<file path="src/rtl/majority_streak_detector.sv">
// rtl/majority_streak_detector.sv - per-sample majority hit detector with consecutive-hit streak FSM
//
// Purpose:
//   Each accepted sample has its ones counted. A sample whose count is at
//   least THRESH is a hit. A run of STREAK consecutive accepted hits moves
//   the FSM to DETECTED. Cycles with in_val low are gaps and do not break
//   a streak.
//
// Configuration macro:
//   MAJORITY_STREAK_STICKY_EN - when defined, DETECTED is only left via clr
//   or rst. When undefined, a non-hit sample in DETECTED returns to IDLE.
//
// Ports:
//   clk     - clock, rising edge
//   rst     - asynchronous active-high reset
//   in_val  - sample on `in` is accepted this cycle
//   in      - NBITS sample bits
//   clr     - synchronous clear of streak, state and detect (det_cnt kept)
//   count   - registered ones count of the last accepted sample
//   hit     - registered flag, last accepted sample had count >= THRESH
//   streak  - consecutive-hit count, saturating at STREAK
//   state   - FSM state: IDLE=00, TRACK=01, DETECTED=10
//   detect  - high exactly when state is DETECTED
//   det_cnt - number of entries into DETECTED, wraps 255->0
module majority_streak_detector #(
    parameter int NBITS  = 3,
    parameter int THRESH = 2,
    parameter int STREAK = 4
) (
    input  logic                           clk,
    input  logic                           rst,
    input  logic                           in_val,
    input  logic [NBITS-1:0]               in,
    input  logic                           clr,
    output logic [$clog2(NBITS+1)-1:0]     count,
    output logic                           hit,
    output logic [$clog2(STREAK+1)-1:0]    streak,
    output logic [1:0]                     state,
    output logic                           detect,
    output logic [7:0]                     det_cnt
);

    localparam int CW = $clog2(NBITS + 1);
    localparam int SW = $clog2(STREAK + 1);
    localparam logic [CW-1:0] THRESH_C = CW'(THRESH);
    localparam logic [SW-1:0] STREAK_C = SW'(STREAK);

    typedef enum logic [1:0] {
        S_IDLE     = 2'b00,
        S_TRACK    = 2'b01,
        S_DETECTED = 2'b10
    } state_e;

    state_e          state_q, state_d;
    logic [CW-1:0]   count_q, count_d;
    logic            hit_q, hit_d;
    logic [SW-1:0]   streak_q, streak_d;
    logic [7:0]      det_cnt_q, det_cnt_d;

    logic [CW-1:0]   pop;
    logic            sample_hit;
    logic [SW-1:0]   streak_inc;
    logic [SW-1:0]   streak_miss;

    // Combinational popcount over the full sample width.
    always_comb begin
        pop = '0;
        for (int i = 0; i < NBITS; i++) begin
            pop = pop + CW'(in[i]);
        end
    end

    assign sample_hit = (pop >= THRESH_C);
    assign streak_inc = (streak_q == STREAK_C) ? STREAK_C : streak_q + SW'(1);

`ifdef MAJORITY_STREAK_STICKY_EN
    // Once detected, misses cannot pull the streak down; only clr/rst can.
    assign streak_miss = (state_q == S_DETECTED) ? streak_q : '0;
`else
    assign streak_miss = '0;
`endif

    always_comb begin
        count_d   = count_q;
        hit_d     = hit_q;
        streak_d  = streak_q;
        state_d   = state_q;
        det_cnt_d = det_cnt_q;

        // count/hit capture every accepted sample, even alongside clr.
        if (in_val) begin
            count_d = pop;
            hit_d   = sample_hit;
        end

        if (clr) begin
            streak_d = '0;
            state_d  = S_IDLE;
        end else if (in_val) begin
            streak_d = sample_hit ? streak_inc : streak_miss;
            // State follows the post-update streak, so STREAK=1 goes
            // straight from IDLE to DETECTED.
            if (streak_d == '0) begin
                state_d = S_IDLE;
            end else if (streak_d == STREAK_C) begin
                state_d = S_DETECTED;
            end else begin
                state_d = S_TRACK;
            end
        end

        if ((state_d == S_DETECTED) && (state_q != S_DETECTED)) begin
            det_cnt_d = det_cnt_q + 8'd1;
        end
    end

    always_ff @(posedge clk or posedge rst) begin
        if (rst) begin
            state_q   <= S_IDLE;
            count_q   <= '0;
            hit_q     <= 1'b0;
            streak_q  <= '0;
            det_cnt_q <= 8'd0;
        end else begin
            state_q   <= state_d;
            count_q   <= count_d;
            hit_q     <= hit_d;
            streak_q  <= streak_d;
            det_cnt_q <= det_cnt_d;
        end
    end

    assign count   = count_q;
    assign hit     = hit_q;
    assign streak  = streak_q;
    assign state   = state_q;
    assign detect  = (state_q == S_DETECTED);
    assign det_cnt = det_cnt_q;

endmodule

</file>
<file path="config.mk">
export PLATFORM = sky130hd
export DESIGN_NAME = majority_streak_detector
export DESIGN_NICKNAME = d
export VERILOG_FILES = /design/src/rtl/majority_streak_detector.sv
export SDC_FILE = /design/constraint.sdc
export NUM_CORES = 1
export LEC_CHECK = 0
export CORE_UTILIZATION = 48
export DETAILED_ROUTE_END_ITERATION = 6
export PLACE_DENSITY_LB_ADDON = 0.08
export SLEW_MARGIN = 20
export SYNTH_ARGS = -nofsm -noshare
export SYNTH_HDL_FRONTEND = slang
export SYNTH_SLANG_ARGS = --single-unit
</file>
<file path="constraint.sdc">
create_clock -name clk -period 6.7 [get_ports clk]
set_clock_uncertainty 0.2 [all_clocks]
set_input_delay 1.005 -clock clk [delete_from_list [all_inputs] [get_ports clk]]
set_output_delay 1.005 -clock clk [all_outputs]
set_load 0.005 [all_outputs]
</file>
==> results of run 1 <==
==> area by class of cell <==
class | count | area [um^2]
Clock buffer | 4 | 26.3
Tap cell | 16 | 20.0
Multi-Input combinational cell | 48 | 369
Sequential cell | 15 | 375
Timing Repair Buffer | 23 | 230
Fill cell | 124 | 470
Inverter | 4 | 15.0
==> per-stage QoR <==
step | utilization | instance area, um^2 | cells | power, mW
floorplan | - | 772 | 69 | 0.109
global placement | 0.670 | 1010 | 106 | 0.122
detailed placement | 0.670 | 1010 | 106 | 0.122
CTS | 0.688 | 1040 | 110 | 0.173
global route | 0.688 | 1040 | 110 | 0.179
finish | 0.688 | 1040 | 110 | 0.170
==> logic make-up after synthesis <==
| logic type | after synthesis | synth area share |
|---|---|---|
| flip-flops | 15 | 0.486 |
| AO/OA/AOI/OAI | 9 | 0.0973 |
| multiplexers | 3 | 0.0486 |
| adder cells (fa/ha/maj) | 4 | 0.0746 |
| buffers and inverters | 6 | 0.0356 |
| AND/OR/NAND/NOR | 25 | 0.178 |
| XOR/XNOR | 7 | 0.0794 |
==> sequential cells by signal, summed over array words and instances, names as in the netlist <==
signal	flops
streak	3
det_cnt	8
state	2
count	2
==> critical path, stage by stage <==
cell	delay, ps
clkdlybuf4s50_1	440
fa_1	480
a21boi_2	210
a221oi_4	480
nand2_4	90
mux2_4	310
==> routing by layer <==
layer  track usage  part of all wire  vias to the layer above
li1              -                 -                      287
met1         0.262              0.45                      281
met2         0.272              0.45                       19
met3        0.0776             0.069                        4
met4         0.119             0.023                        0
met5             0                 0                        -
==> power by group through the flow <==
stage	clock, mW	combinational, mW	sequential, mW
after floorplan	0	0.0114	0.0977
after global placement	0	0.0240	0.0976
after detailed placement	0	0.0241	0.0977
after CTS	0.0524	0.0244	0.0959
after global routing	0.0553	0.0268	0.0965
final	0.0499	0.0241	0.0958
==> final timing paths <==
path / slack (ps) / endpoint / cells after the start
setup / recovery: 3650 / det_cnt[1] / 6
hold / removal: 270 / det_cnt[7] / 1
setup reg to reg: 4430 / det_cnt[1] / 6
hold reg to reg: 270 / det_cnt[7] / 1
max in group asynchronous: 5100 / det_cnt[2] / 2
min in group asynchronous: 850 / det_cnt[0] / 2
==> synthesized netlist by cell type (all sizes together) <==
library cell and n:
and3 2, inv 4, a21oi 6, nor2b 2
buf 2, dfrtp 15, and4 1, or2b 1
ha 3, fa 1, mux2 3, xnor2 7
o211ai 1, nand3 8, nand2 5, nor2 2
nor3 2, nand4 2, a221oi 1, a21boi 1
==> flow_metrics.tcl, run 1 <==
set metrics [dict create \
    postCtsHoldBufs 0 \
    rsz0062_at_grt "no" \
    final_cell_mix "clkdlybuf4s50_1, dfrtp_1, nand3_1" \
    holdWs_ps 269 \
    hold_class "register to register" \
    io_buffer_count 23 \
    grtUsageTotal 0.198 \
    diodes 0 \
    rr_startpoint "streak[0]" \
    rows 14 \
    grt_pass1_wl_um 2510 \
    die_x_um 42.1 \
    gr-total-overflow 0 \
    dieArea_mm2 0.00177 \
    yosys.area.top_type_share 0.486 \
    core_mm2 0.00151 \
    viasPerCell 5.37 \
    finalHoldViolations 0 \
    clk_pin_slew_worst_paths_ps 80 \
    cts_root_buffer "clkbuf_4" \
    insertion_delay_ps 280 \
    final_common_cell "clkdlybuf4s50_1" \
    antenna_left 0 \
    p_comb_frac 0.142 \
    ys_types 23 \
    netlist_area_um2 772 \
    grt_max_degree 16 \
    grt_pass1_vias 568 \
    pwr-share-clk 0.294 \
    ys.warnings.count 0 \
    start_kind "primary input" \
    drv_slew 0 \
    cts_resized 0 \
    clockBufferDepth 2 \
    crit_type "primary input to register" \
    nNetsFinal 106 \
    leakagePower_nw 0.444 \
    post-cts-setup-buffers 0 \
    netlist_top_cells_area "dfrtp_1, xnor2_1, nand3_1" \
    htreeDepth 1 \
    ys_seq_area_frac 0.486 \
    syn_inst 69 \
    yosysTopAreaCell "dfrtp_1" \
    num_vias 591 \
    switchingPower_mw 0.0391 \
    fin_ws_ps 3650 \
    dp_hpwl_um 1070 \
    first_pass_iters 4 \
    period_share 0.455 \
    hp-start "det_cnt[7]" \
    clock.fmax_mhz 328 \
    io_pins 24 \
    cap_violations 0 \
    p_int_mw 0.131 \
    synth_fp_nets 80 \
    tns_ps 0 \
    startpoint "in[0]" \
    cp.required_ps 6680 \
    drive_above_1_share 0.0957 \
    cts_buffers 3 \
    tightest_slew_ps 531 \
    pwr-share-seq 0.564 \
    end_kind "register" \
    switching_share 0.230 \
    antenna_found_initial 0 \
    gp_congestion 0.776 \
    power_per_cell_area_mw_per_mm2 164 \
    cts_tree "yes" \
    cts.sinks 15 \
    wl_um 1410 \
    syn_area_per_cell_um2 11.2 \
    pre_cts_slack_ps 3340 \
    worstPathMaxFanout 8 \
    die_h_um 42.1 \
    slew_headroom 0.645 \
    finalSetupViolCount 0 \
    initial_core_util 0.512 \
    ir_drop_v 0.000110 \
    drc 0 \
    min_period_ps 3050 \
    ys_ff_latch 15 \
    arrival_ps 3020 \
    area_delta_synth_final_pct 34.2 \
    drt-initial-drc-count 7 \
    wl_per_cell_um 12.8 \
    status "finished clean" \
]
Note: power is estimated with default switching activity, not from simulation.
==> run 2, diff against run 1 <==
--- a/config.mk
+++ b/config.mk
@@ -5,7 +5,7 @@
 export SDC_FILE = /design/constraint.sdc
 export NUM_CORES = 1
 export LEC_CHECK = 0
-export CORE_UTILIZATION = 48
+export CORE_UTILIZATION = 44
 export DETAILED_ROUTE_END_ITERATION = 6
 export PLACE_DENSITY_LB_ADDON = 0.08
 export SLEW_MARGIN = 20
==> constraint.sdc (replaced) <==
create_clock -name clk -period 3.05 [get_ports clk]
set_clock_uncertainty 0.2 [all_clocks]
set_input_delay 0.4575 -clock clk [delete_from_list [all_inputs] [get_ports clk]]
set_output_delay 0.4575 -clock clk [all_outputs]
set_load 0.005 [all_outputs]
==> run 2 against run 1 <==
Sequential share of layout area hardly changed. Routed wire length is 4.3% higher. Non-clock buffer count stayed put. Die area is 8.6% higher. Worst hold slack better by 7.7 ps. Global-route usage is 3.2 points lower. Critical path depth stayed put. Count of clock-buffer cells in the layout is 1 lower. Sequential power is 120% higher. Critical path type unchanged. Highest routed layer unchanged.
==> flow_metrics.tcl, run 2 (synthesized netlist as in run 1, its figures left out) <==
set metrics [dict create \
    post-cts-setup-buffers 0 \
    drv_slew 0 \
    cts_root_buffer "clkbuf_4" \
    min_period_ps 2500 \
    finalHoldViolations 0 \
    io_buffer_count 23 \
    num_vias 597 \
    start_kind "primary input" \
    hold_class "register to register" \
    dp_cells 106 \
    final_cell_mix "clkdlybuf4s50_1, dfrtp_1, nand3_1" \
    wl_um 1470 \
    cap_violations 0 \
    worstPathMaxFanout 8 \
    register_area_um2 375 \
    insertion_delay_ps 280 \
    drt-initial-drc-count 11 \
    clk_pin_slew_worst_paths_ps 90 \
    grt_max_degree 16 \
    status "finished clean" \
    cp.required_ps 3030 \
    rows 14 \
    die_x_um 43.9 \
    slew_headroom 0.620 \
    gr-total-overflow 0 \
    layout.cells.non_filler 110 \
    final_common_cell "clkdlybuf4s50_1" \
    cts_tree "yes" \
    nNetsFinal 106 \
    grt_pass1_vias 526 \
    first_pass_iters 6 \
    dieArea_mm2 0.00193 \
    grt_pass1_wl_um 2320 \
    crit_type "primary input to register" \
    postCtsHoldBufs 0 \
    ir_drop_v 0.000299 \
    finalSetupViolCount 0 \
    multiInputGateArea_um2 369 \
    power_per_cell_area_mw_per_mm2 366 \
    clock.fmax_mhz 401 \
    cpPeakStageDelay_ps 490 \
    cp_cell_sequence "clkdlybuf4s50_1, fa_1, a21boi_2, a221oi_4, nand2_4, mux2_4" \
    slowest_stage "fa_1" \
    area_delta_synth_final_pct 34.4 \
    antenna_left 0 \
    diodes 0 \
    io_pins 24 \
    pre_cts_slack_ps 249 \
    rsz0062_at_grt "no" \
    gp_congestion 0.756 \
    total_power_mw 0.380 \
    holdWs_ps 277 \
    cts_buffers 3 \
    dp_hpwl_um 1110 \
    tightest_slew_ps 569 \
    core_mm2 0.00158 \
    fillCellCount 136 \
    die_h_um 43.9 \
    antenna_found_initial 0 \
    htreeDepth 1 \
    clockBufferDepth 2 \
    arrival_ps 2480 \
    grtUsageTotal 0.166 \
    end_kind "register" \
    largest_reg_flops 8 \
    fin_ws_ps 554 \
    wl_per_cell_um 13.4 \
    viasPerCell 5.43 \
    tns_ps 0 \
    cts.sinks 15 \
    drive_above_1_share 0.106 \
    initial_core_util 0.490 \
    cts_resized 0 \
    drc 0 \
    leakagePower_nw 0.447 \
    period_share 0.818 \
]
-- run 2: changes by cell type in the layout (fill, tap and decap cells not counted), sizes merged --
cell / delta
clkbuf: -1
clkinv: +1
-- run 2: through the flow --
stage          instance area (um^2)  utilization
2_1_floorplan                   772            -
3_3_place_gp                   1010        0.640
3_5_place_dp                   1010        0.640
4_1_cts                        1040        0.658
5_1_grt                        1040        0.658
6_report                       1040        0.658
-- run 2: worst max-delay path: cells and delay by family --
kind / cells / cell delay, ps
and+or+nand+nor: 1 / 90
adders and majority gates: 1 / 490
muxes: 1 / 300
buffers and inverters: 1 / 430
AOI/OAI and AO/OA: 2 / 690
-- run 2: final timing paths --
kind | start | endpoint | slack [ps] | depth (start not counted)
setup / recovery | in[0] | det_cnt[1] | 550 | 6
hold / removal | det_cnt[7] | det_cnt[7] | 280 | 1
setup reg to reg | streak[0] | det_cnt[1] | 810 | 6
hold reg to reg | det_cnt[7] | det_cnt[7] | 280 | 1
max in group asynchronous | rst | det_cnt[1] | 1960 | 2
min in group asynchronous | rst | streak[0] | 320 | 2
-- run 2: area by class of cell --
cell class / instances / area share
sequential: 15 / 0.362
multi-input combinational: 48 / 0.356
inverter: 4 / 0.0145
tap: 16 / 0.0193
clock inverter: 1 / 0.00483
timing repair buffer: 23 / 0.222
clock buffer: 3 / 0.0217
-- run 2: metal layers --
metal,track usage,vias to the layer above,part of all wire
met5,0,-,0
met4,0.0909,0,0.016
met3,0.0250,4,0.034
met2,0.245,14,0.45
met1,0.234,284,0.49
li1,-,295,-
-- run 2: where the power goes --
group / leakage, nW / total (mW) / internal, mW / switching, mW
registers: 0.204 / 0.210 / 0.205 / 0.00488
clock network: 0.0177 / 0.117 / 0.0487 / 0.0678
logic: 0.226 / 0.0529 / 0.0306 / 0.0223
